--- src/rtl/serial_src_pkg.sv ---
// Shared types and width helpers for the serial bit source.
package serial_src_pkg;

  typedef enum logic {
    IDLE  = 1'b0,
    SHIFT = 1'b1
  } state_e;

  localparam int DEF_DATA_W = 8;
  localparam int DEF_DEPTH  = 4;

  // Bit counter width: indexes 0 .. data_w-1
  function automatic int cnt_width(input int data_w);
    return $clog2(data_w);
  endfunction

  // Level needs one extra bit so that a full FIFO (level == depth) is representable
  function automatic int level_width(input int depth);
    return $clog2(depth) + 1;
  endfunction

  localparam int DEF_CNT_W = cnt_width(DEF_DATA_W);
  localparam int DEF_LVL_W = level_width(DEF_DEPTH);

endpackage

--- src/rtl/serial_src_fifo.sv ---
// Synchronous word FIFO with level count and synchronous flush.
module serial_src_fifo
  import serial_src_pkg::*;
#(
  parameter int DATA_W = DEF_DATA_W,
  parameter int DEPTH  = DEF_DEPTH
) (
  input  logic                                clk,
  input  logic                                reset_n,
  input  logic                                flush,
  input  logic                                push,
  input  logic [DATA_W-1:0]                   wdata,
  input  logic                                pop,
  output logic [DATA_W-1:0]                   rdata,
  output logic                                full,
  output logic                                empty,
  output logic [level_width(DEPTH)-1:0]       level
);

  localparam int PTR_W = $clog2(DEPTH);
  localparam int LVL_W = level_width(DEPTH);

  logic [DATA_W-1:0] mem_r [DEPTH];
  logic [PTR_W-1:0]  wr_ptr_r;
  logic [PTR_W-1:0]  rd_ptr_r;
  logic [LVL_W-1:0]  level_r;
  logic              push_ok_s;
  logic              pop_ok_s;

  assign full      = (level_r == LVL_W'(DEPTH));
  assign empty     = (level_r == {LVL_W{1'b0}});
  assign push_ok_s = push && !full && !flush;
  assign pop_ok_s  = pop && !empty && !flush;
  assign rdata     = mem_r[rd_ptr_r];
  assign level     = level_r;

  // Storage array; contents are don't-care while the level says empty
  always_ff @(posedge clk) begin
    if (push_ok_s) begin
      mem_r[wr_ptr_r] <= wdata;
    end
  end

  // Pointers wrap naturally because DEPTH is a power of two
  always_ff @(posedge clk) begin
    if (!reset_n || flush) begin
      wr_ptr_r <= {PTR_W{1'b0}};
      rd_ptr_r <= {PTR_W{1'b0}};
      level_r  <= {LVL_W{1'b0}};
    end else begin
      if (push_ok_s) begin
        wr_ptr_r <= wr_ptr_r + PTR_W'(1);
      end
      if (pop_ok_s) begin
        rd_ptr_r <= rd_ptr_r + PTR_W'(1);
      end
      case ({push_ok_s, pop_ok_s})
        2'b10:   level_r <= level_r + LVL_W'(1);
        2'b01:   level_r <= level_r - LVL_W'(1);
        default: level_r <= level_r;
      endcase
    end
  end

endmodule

--- src/rtl/serial_bit_source.sv ---
// Buffers parallel words and serializes them one bit per clock, with no gap
// between back-to-back words and a fixed idle level otherwise.
module serial_bit_source
  import serial_src_pkg::*;
#(
  parameter int   DATA_W    = DEF_DATA_W,
  parameter int   DEPTH     = DEF_DEPTH,
  parameter bit   MSB_FIRST = 1'b1,
  parameter logic IDLE_BIT  = 1'b0
) (
  input  logic                      clk,
  input  logic                      reset_n,
  input  logic [DATA_W-1:0]         in_data,
  input  logic                      in_valid,
  output logic                      in_ready,
  input  logic                      flush,
  output logic                      d_out,
  output logic                      d_valid,
  output logic                      busy,
  output logic [$clog2(DEPTH):0]    fifo_level
);

  localparam int               CNT_W    = cnt_width(DATA_W);
  localparam logic [CNT_W-1:0] CNT_LAST = CNT_W'(DATA_W - 1);

  state_e            state_r, state_nx_s;
  logic [CNT_W-1:0]  cnt_r, cnt_nx_s;
  logic [DATA_W-1:0] sr_r, sr_nx_s;
  logic              d_out_r, d_out_nx_s;
  logic              d_valid_r, d_valid_nx_s;
  logic              load_s, shift_s, pop_s, push_s;
  logic              fifo_full_s, fifo_empty_s;
  logic [DATA_W-1:0] head_s;

  function automatic logic lead_bit(input logic [DATA_W-1:0] w);
    return MSB_FIRST ? w[DATA_W-1] : w[0];
  endfunction

  function automatic logic [DATA_W-1:0] advance(input logic [DATA_W-1:0] w);
    return MSB_FIRST ? {w[DATA_W-2:0], 1'b0} : {1'b0, w[DATA_W-1:1]};
  endfunction

  assign in_ready = !fifo_full_s && !flush;
  assign push_s   = in_valid && in_ready;
  assign busy     = (state_r == SHIFT) || !fifo_empty_s;
  assign d_out    = d_out_r;
  assign d_valid  = d_valid_r;

  serial_src_fifo #(
    .DATA_W (DATA_W),
    .DEPTH  (DEPTH)
  ) u_fifo (
    .clk     (clk),
    .reset_n (reset_n),
    .flush   (flush),
    .push    (push_s),
    .wdata   (in_data),
    .pop     (pop_s),
    .rdata   (head_s),
    .full    (fifo_full_s),
    .empty   (fifo_empty_s),
    .level   (fifo_level)
  );

  // Next-state, shift-register and output-bit decode
  always_comb begin
    state_nx_s   = state_r;
    cnt_nx_s     = cnt_r;
    sr_nx_s      = sr_r;
    d_out_nx_s   = IDLE_BIT;
    d_valid_nx_s = 1'b0;
    load_s       = 1'b0;
    shift_s      = 1'b0;
    pop_s        = 1'b0;
    if (flush) begin
      state_nx_s = IDLE;
      cnt_nx_s   = {CNT_W{1'b0}};
    end else begin
      case (state_r)
        IDLE: begin
          if (!fifo_empty_s) begin
            load_s = 1'b1;
          end else begin
            state_nx_s = IDLE;
          end
        end
        SHIFT: begin
          if (cnt_r != CNT_LAST) begin
            shift_s = 1'b1;
          end else if (!fifo_empty_s) begin
            load_s = 1'b1;
          end else begin
            state_nx_s = IDLE;
            cnt_nx_s   = {CNT_W{1'b0}};
          end
        end
        default: begin
          state_nx_s = IDLE;
          cnt_nx_s   = {CNT_W{1'b0}};
        end
      endcase
    end
    // The register holds the bits still to come; d_out carries the current one
    if (load_s) begin
      pop_s        = 1'b1;
      state_nx_s   = SHIFT;
      cnt_nx_s     = {CNT_W{1'b0}};
      d_out_nx_s   = lead_bit(head_s);
      sr_nx_s      = advance(head_s);
      d_valid_nx_s = 1'b1;
    end else if (shift_s) begin
      cnt_nx_s     = cnt_r + CNT_W'(1);
      d_out_nx_s   = lead_bit(sr_r);
      sr_nx_s      = advance(sr_r);
      d_valid_nx_s = 1'b1;
    end else begin
      sr_nx_s = sr_r;
    end
  end

  // State, counter, shift register and registered serial outputs
  always_ff @(posedge clk) begin
    if (!reset_n) begin
      state_r   <= IDLE;
      cnt_r     <= {CNT_W{1'b0}};
      sr_r      <= {DATA_W{1'b0}};
      d_out_r   <= IDLE_BIT;
      d_valid_r <= 1'b0;
    end else begin
      state_r   <= state_nx_s;
      cnt_r     <= cnt_nx_s;
      sr_r      <= sr_nx_s;
      d_out_r   <= d_out_nx_s;
      d_valid_r <= d_valid_nx_s;
    end
  end

endmodule

--- config.mk ---
export PLATFORM = sky130hd
export DESIGN_NAME = serial_bit_source
export DESIGN_NICKNAME = d
export VERILOG_FILES = /design/src/rtl/serial_src_pkg.sv /design/src/rtl/serial_src_fifo.sv /design/src/rtl/serial_bit_source.sv
export SDC_FILE = /design/constraint.sdc
export NUM_CORES = 1
export LEC_CHECK = 0
export ABC_CLOCK_PERIOD_IN_PS = 2850
export BUFFER_PORTS_ARGS = -buffer_cell sky130_fd_sc_hd__buf_2
export CAP_MARGIN = 0
export CORE_ASPECT_RATIO = 1.75
export CORE_MARGIN = 5
export CORE_UTILIZATION = 58
export CTS_CLUSTER_SIZE = 20
export DETAILED_ROUTE_END_ITERATION = 10
export GPL_TIMING_DRIVEN = 1
export PLACE_DENSITY = 0.83
export SYNTH_ARGS = -nofsm -noshare
export SYNTH_HDL_FRONTEND = slang
export SYNTH_SLANG_ARGS = --single-unit
export TNS_END_PERCENT = 20
--- constraint.sdc ---
create_clock -name clk -period 2.85 [get_ports clk]
set_clock_uncertainty 0.05 [all_clocks]
set_input_delay 0.4275 -clock clk [delete_from_list [all_inputs] [get_ports clk]]
set_output_delay 0.4275 -clock clk [all_outputs]
set_load 0.01 [all_outputs]
==> key figures, run 1 <==
Yosys
  – Mapped Nets: 198
  – Most frequent cells after synthesis: 32 x edfxtp_1, 22 x dfxtp_1, 10 x nand2_1
  – Flops & latches, synth: 54
  – Syn_area_per_cell: 13.38 µm²
  – Synth Flop Type: edfxtp_1
  – Asr flop ratio synth: 0%
  – EDFF count, synth: 32
  – Synth top area share: 40.36%
  – Area leader, netlist: edfxtp_1
  – Most area-consuming cells after synthesis: edfxtp_1 40%, dfxtp_1 18%, mux4_2 5.7%, ha_1 3.7%, nor4b_1 2.6%
  – Yosys warns: 0
  – Mapped Cells: 178
  – Post-Syn Area: 2381 µm²
  – Share of the yosys chip area belonging to registers: 58.85%
  – Top-count cell post-synth: edfxtp_1
  – Netlist cell types: 37

Cells and area
  – Layout cells sized above 1: 21.32%
  – Post-route cell area: 2596 µm²
  – Non-filler cells, final: 246
  – Final #Nets: 216
  – Filler instances: 312
  – Area of all sequential standard cells: 1401 µm²
  – Multi-input combinational cell area: 870.8 µm²
  – Synth-to-Final Area Change: 9.038%
  – Diode count: 0

Floorplanning
  – Io pins: 19
  – Row count: 31
  – Die width: 58.44 µm
  – Die footprint: 5537 µm²
  – Die Ht: 94.76 µm
  – Core area: 4073 µm²
  – Initial Util: 58.46%

Setup path
  – Critical path class: reg -> reg
  – R2r worst-path depth: 9
  – RR Endpoint: u_fifo.level[2]$_SDFFE_PP0P_
  – Worst Path Required: 3.04 ns
  – CP endpoint kind: register
  – R2R setup slack: 0.43 ns
  – Slowest cell on crit path: dfxtp_1
  – Cell Chain, Critical Path: nor3b_1 > nor3_1 > inv_1 > ha_1 > inv_1 > fa_1 > xor2_1 > or3_1 > a21oi_1
  – Nature of the critical path startpoint: register
  – Slowest Stage Delay on Critical Path: 0.44 ns
  – Crit path arrival time: 2.61 ns
  – Most frequent CP cell: inv_1
  – Launch point of the worst reg-to-reg path: u_fifo.level[2]$_SDFFE_PP0P_
  – Max FO, Critical Path: 6

Route
  – Via count: 1416
  – Antenna-violating nets left: 0
  – Final routed DRC violation total: 0
  – Via density per instance: 5.756
  – WL per Instance: 17.28 µm
  – Iteration-0 DRC Markers: 62
  – Routed wire length: 4.252 mm
  – DRT Pass-1 Iters: 4

STA
  – Worst Max-Slew Pin Slew: 0.6633 ns
  – Final Hold Vio Count: 0
  – Setup_tns: 0 ns
  – Fmax: 0.4128 GHz
  – Final setup viols: 0
  – RSZ-0062 raised after global routing: no
  – Max-slew headroom: 55.44%
  – Slew Limit Fails: 0
  – Period utilization: 84.99%
  – Fin crit period: 2.422 ns

Hold path
  – WHS Path Cells: 1
  – Hold WC Path Type: in -> reg
  – End of the worst hold path: u_fifo.mem_r[0][4]$_DFFE_PP_
  – Hold_sp: in_data[4]

Placement
  – Post-place instance area: 2484 µm²
  – Routability cong.: 0.7806
  – Port Buffers: 18
  – Post-DP HPWL: 3.063 mm
  – Dpl cells: 238

CTS
  – Worst-path clk slew: 0.10 ns
  – Max clock buf depth: 2
  – Total clock buffers created by CTS: 5
  – Clk Latency, worst-skew pair: 0.30 ns
  – CTS H-Tree Depth: 2
  – CTS tree: built
  – # clock sinks: 54
  – Clk root buf: clkbuf_8
  – Post-CTS Setup Bufs: 0
  – CTS resizes: 0
  – # hold bufs at CTS: 0

Pwr
  – Sequential power share: 58.8%
  – Switch share: 21.00%
  – Pwr Density: 556.1 nW/µm²
  – P_leak: 0.0009220 µW
  – Clock power frac: 35.0%
  – VDD IR max: 534.0 µV
  – Comb power frac: 6.2%
  – Psw: 303.2 µW
  – Internal Power: 1141 µW

GRT
  – Largest net degree at the start of global routing: 20
  – First-pass GRT wire length: 7.107 mm
  – Initial antenna violation count: 0
  – GRT Total Usage: 17.17%
  – Number of global-route vias before repair: 1504
  – Gr ovfl total: 0

Status
  – Status: completed

Flow run
  – Max-cap violations: 0
-- power by group through the flow --
stage	sequential, µW	combinational [µW]	clock [µW]
5_1_grt	851	98.8	549
2_1_floorplan	864	64.3	0
4_1_cts	849	89.5	510
6_report	849	89.9	505
3_3_place_gp	865	83.1	0
3_5_place_dp	867	88.6	0
-- worst max-delay path by stage --
stage                            startpoint                            to  slack (ns)  cells after the start
5_1_grt        u_fifo.level[2]$_SDFFE_PP0P_  u_fifo.level[2]$_SDFFE_PP0P_        0.28                      9
3_5_place_dp                          flush  u_fifo.level[2]$_SDFFE_PP0P_        0.40                      9
3_3_place_gp   u_fifo.level[2]$_SDFFE_PP0P_  u_fifo.level[2]$_SDFFE_PP0P_        0.65                      9
6_report       u_fifo.level[2]$_SDFFE_PP0P_  u_fifo.level[2]$_SDFFE_PP0P_        0.43                      9
2_1_floorplan  u_fifo.level[0]$_SDFFE_PP0P_  u_fifo.level[2]$_SDFFE_PP0P_        0.56                      9
4_1_cts        u_fifo.level[2]$_SDFFE_PP0P_  u_fifo.level[2]$_SDFFE_PP0P_        0.43                      9
-- sequential cells by signal, summed over array words and instances, names as in the netlist, named ones only --
name             cells
u_fifo.mem_r        32
d_valid              1
cnt_r                3
d_out                1
state_r              1
sr_r                 7
u_fifo.rd_ptr_r      2
u_fifo.wr_ptr_r      2
u_fifo.level         3
-- layout by cell type (no fill, tap or decap), drive strengths merged, types with 2 or more instances in the layout --
cell / count
and2: 5
o31ai: 2
nor3: 6
nor2b: 4
nor2: 4
inv: 9
ha: 7
edfxtp: 32
nand2b: 9
and3: 6
mux4: 8
a21oi: 9
nor4b: 7
dfxtp: 22
clkbuf: 5
xor2: 2
o31a: 6
o21ai: 7
nand2: 10
buf: 22
mux2i: 2
-- cell families (layout without fill, tap and decap cells) --
kind of cell / Yosys count / count (layout) / synth area share, %
buffers and inverters: 19 / 38 / 4.572
adder cells (fa/ha/maj): 8 / 8 / 4.519
AND/OR/NAND/NOR: 57 / 57 / 14.82
flip-flops: 54 / 54 / 58.85
multiplexers: 11 / 11 / 9.196
AO/OA/AOI/OAI: 27 / 27 / 7.304
XOR/XNOR: 2 / 2 / 0.7358
-- area by class of cell --
class / instances / share of cell area [%]
clock buffer: 5 / 2.651
inverter: 8 / 1.157
timing repair buffer: 22 / 4.626
multi-input combinational: 105 / 33.54
tap: 49 / 2.361
sequential: 54 / 53.98
clock inverter: 3 / 1.687
-- metrics by stage --
stage	total power, µW	worst slack [ns]	hold WS [ns]	utilization [%]
final	1444	0.4277	0.2901	63.75
after CTS	1448	0.4299	0.2847	63.75
after floorplan	928.6	0.5636	0.3951	-
after global routing	1499	0.2765	0.2754	63.75
after detailed placement	955.2	0.4036	0.4268	60.98
after global placement	948.3	0.6484	0.4043	60.98
-- worst max-delay path, delay by kind of cell, from the launching register on --
| kind | cells | cell delay [ns] |
|---|---|---|
| AO/OA/AOI/OAI | 1 | 0.14 |
| XOR/XNOR | 1 | 0.16 |
| adder cells (fa/ha/maj) | 2 | 0.57 |
| buffers and inverters | 2 | 0.16 |
| flip-flops | 1 | 0.44 |
| AND/OR/NAND/NOR | 3 | 0.84 |
-- per-layer routing --
layer,vias up,routed length (µm),GRT usage (%)
met1,694,1573,18.18
li1,691,-,-
met3,10,117,3.694
met4,0,89,5.996
met2,21,2472,32.28
met5,-,0,0
(Power assumes the default switching activity.)
==> run 2: changes to the inputs <==
- ABC_CLOCK_PERIOD_IN_PS: 2850 -> 2090
- CORE_UTILIZATION: 58 -> 53
- PLACE_DENSITY: 0.83 -> 0.8
- clock period: 2.85 -> 2.09 ns (I/O delays scaled with it)
==> run 2 against run 1 <==
Compared with the run above:
- the flow now finishes with violations (negative setup slack)
- non-clock buffer count up 5
- maximum frequency up 12%
- worst setup slack worse by 0.49 ns
- sequential power rose by 37%
- flip-flop and latch count unchanged
- global-route usage is 1.6 points lower
- sequential share of layout area is 2.2 points lower
- register-to-register slack got worse by 0.49 ns
- total power grew 44%
==> key figures, run 2 (synthesized netlist as in run 1, its figures left out) <==
CTS
  – Total clock buffers created by CTS: 5 (unchanged)
  – Clk Latency, worst-skew pair: 0.30 ns (about the same)
  – Worst-path clk slew: 0.09 ns (was 0.10 ns)
  – # clock sinks: 54 (unchanged)
  – CTS tree: built (unchanged)
  – CTS H-Tree Depth: 2 (unchanged)
  – Max clock buf depth: 2 (unchanged)
  – Clk root buf: clkbuf_8 (unchanged)
  – # hold bufs at CTS: 0 (unchanged)

STA
  – Max-slew headroom: 67.34% (was 55.44%)
  – Slew Limit Fails: 0 (unchanged)
  – Final setup margin: -0.06383 ns (was 0.4277 ns)
  – Period utilization: 103.1% (was 84.99%)
  – RSZ-0062 raised after global routing: yes (was no)
  – Final setup viols: 1 (was 0)
  – Final Hold Vio Count: 0 (unchanged)
  – Worst Max-Slew Pin Slew: 0.4900 ns (was 0.6633 ns)
  – Fmax: 0.4643 GHz (was 0.4128 GHz)
  – Fin crit period: 2.154 ns (was 2.422 ns)

Setup path
  – Slowest cell on crit path: dfxtp_2 (was dfxtp_1)
  – Worst path depth: 10 (was 9)
  – R2r worst-path depth: 10 (was 9)
  – Cell Chain, Critical Path: ha_4 > ha_4 > nor2b_4 > nor3_4 > ha_2 > inv_2 > fa_2 > xor2_1 > or3_1 > a21oi_2 (was nor3b_1 > nor3_1 > inv_1 > ha_1 > inv_1 > fa_1 > xor2_1 > or3_1 > a21oi_1)
  – Family with the most delay on the worst path: adder cells (was simple AND/OR/NAND/NOR gates)
  – CP endpoint kind: register (unchanged)
  – Slowest Stage Delay on Critical Path: 0.36 ns (was 0.44 ns)
  – Worst Path Required: 2.27 ns (was 3.04 ns)
  – Max FO, Critical Path: 2 (was 6)
  – WP buf/inv: 1 (was 2)
  – Most frequent CP cell: ha_4 (was inv_1)
  – Nature of the critical path startpoint: register (unchanged)
  – Critical path class: reg -> reg (unchanged)
  – Crit path arrival time: 2.34 ns (was 2.61 ns)

Status
  – Violated checks: negative setup slack
  – Status: finished, violations left (was completed)

Cells and area
  – Largest Register: u_fifo.mem_r (unchanged)
  – Non-filler cells, final: 253 (was 246)
  – Multi-input combinational cell area: 923.4 µm² (was 870.8 µm²)
  – Commonest cells after routing, fill and taps aside: 32 x edfxtp_1, 18 x dfxtp_1, 18 x buf_2 (was 32 x edfxtp_1, 22 x dfxtp_1, 18 x buf_2)
  – Final core occ: 61.62% (was 63.75%)
  – Filler instances: 351 (was 312)
  – Regs by FF count: u_fifo.mem_r x32, sr_r x7 (unchanged)
  – Final #Nets: 221 (was 216)
  – Most common cell after layout, fill and taps aside: edfxtp_1 (unchanged)
  – Diode count: 0 (unchanged)
  – Largest register FFs: 32 (unchanged)
  – Synth-to-Final Area Change: 13.98% (was 9.038%)
  – Layout cells sized above 1: 28.71% (was 21.32%)
  – Area of all sequential standard cells: 1406 µm² (was 1401 µm²)

GRT
  – First-pass GRT wire length: 6.941 mm (was 7.107 mm)
  – Largest net degree at the start of global routing: 24 (was 20)
  – Initial antenna violation count: 0 (unchanged)
  – Gr ovfl total: 0 (unchanged)
  – Number of global-route vias before repair: 1534 (was 1504)
  – GRT Total Usage: 15.52% (was 17.17%)

Floorplanning
  – Initial Util: 54.06% (was 58.46%)
  – Die Ht: 98.67 µm (was 94.76 µm)
  – Row count: 32 (was 31)
  – Die width: 60.67 µm (was 58.44 µm)
  – Core area: 4404 µm² (was 4073 µm²)
  – Die footprint: 5986 µm² (was 5537 µm²)
  – Io pins: 19 (unchanged)

Placement
  – Dpl cells: 244 (was 238)
  – Port Buffers: 18 (unchanged)
  – Post-DP HPWL: 3.075 mm (was 3.063 mm)
  – Routability cong.: 0.7673 (was 0.7806)

Route
  – Iteration-0 DRC Markers: 39 (was 62)
  – Via density per instance: 5.648 (was 5.756)
  – Final routed DRC violation total: 0 (unchanged)
  – Routed wire length: 4.188 mm (was 4.252 mm)
  – WL per Instance: 16.55 µm (was 17.28 µm)
  – Antenna-violating nets left: 0 (unchanged)
  – Via count: 1429 (was 1416)
  – DRT Pass-1 Iters: 4 (unchanged)

Hold path
  – WHS Path Cells: 1 (unchanged)
  – Hold WC Path Type: in -> reg (unchanged)

Pwr
  – Pwr Density: 765.4 nW/µm² (was 556.1 nW/µm²)
  – Design Power: 2077 µW (was 1444 µW)
  – VDD IR max: 672.8 µV (was 534.0 µV)
  – P_leak: 0.0009623 µW (was 0.0009220 µW)

Flow run
  – Max-cap violations: 0 (unchanged)
run 2: area by class of cell:
type	instances	area share (%)
clock buffer	5	2.536
clock inverter	3	2.351
inverter	8	1.107
multi-input combinational	105	34.02
sequential	54	51.82
tap	51	2.351
timing repair buffer	27	5.809
run 2: through the flow:
stage               hold WS, ns   TNS, ns  instance area (µm²)  worst slack, ns
global route             0.1625   -0.1777                 2714          -0.1556
global placement         0.4056         0                 2570         0.009625
finish                   0.1770  -0.06383                 2714         -0.06383
CTS                      0.1660  -0.08336                 2710         -0.08336
detailed placement       0.4411  -0.07662                 2570         -0.07662
floorplan                0.3624  -0.06414                 2435         -0.06414
run 2: report_power, final:
group	switching, µW	internal, µW	total, µW
clock network	317	474	790
registers	10.8	1150	1160
logic	74.0	57.0	131
run 2: what timing repair did:
item	4_1_cts	5_1_grt
cloned	0	0
pin swaps	4	2
setup buffers	1	0
gates resized for setup	0	1
setup endpoints to repair	1	2
run 2: path summary, 6_finish.rpt:
kind | start | endpoint | slack, ns
max | cnt_r[0]$_SDFFE_PP0P_ | u_fifo.level[2]$_SDFFE_PP0P_ | -0.06
min | in_data[0] | u_fifo.mem_r[1][0]$_DFFE_PP_ | 0.18
max reg2reg | cnt_r[0]$_SDFFE_PP0P_ | u_fifo.level[2]$_SDFFE_PP0P_ | -0.06
min reg2reg | u_fifo.rd_ptr_r[1]$_SDFFE_PP0P_ | u_fifo.rd_ptr_r[1]$_SDFFE_PP0P_ | 0.44
run 2: routing by layer:
metal  vias up  routed length, µm  track usage, %
li1        707                  -               -
met1       693               1563           17.00
met2        25               2470           28.11
met3         4                116           3.145
met4         0                 37           5.676
met5         -                  0               0
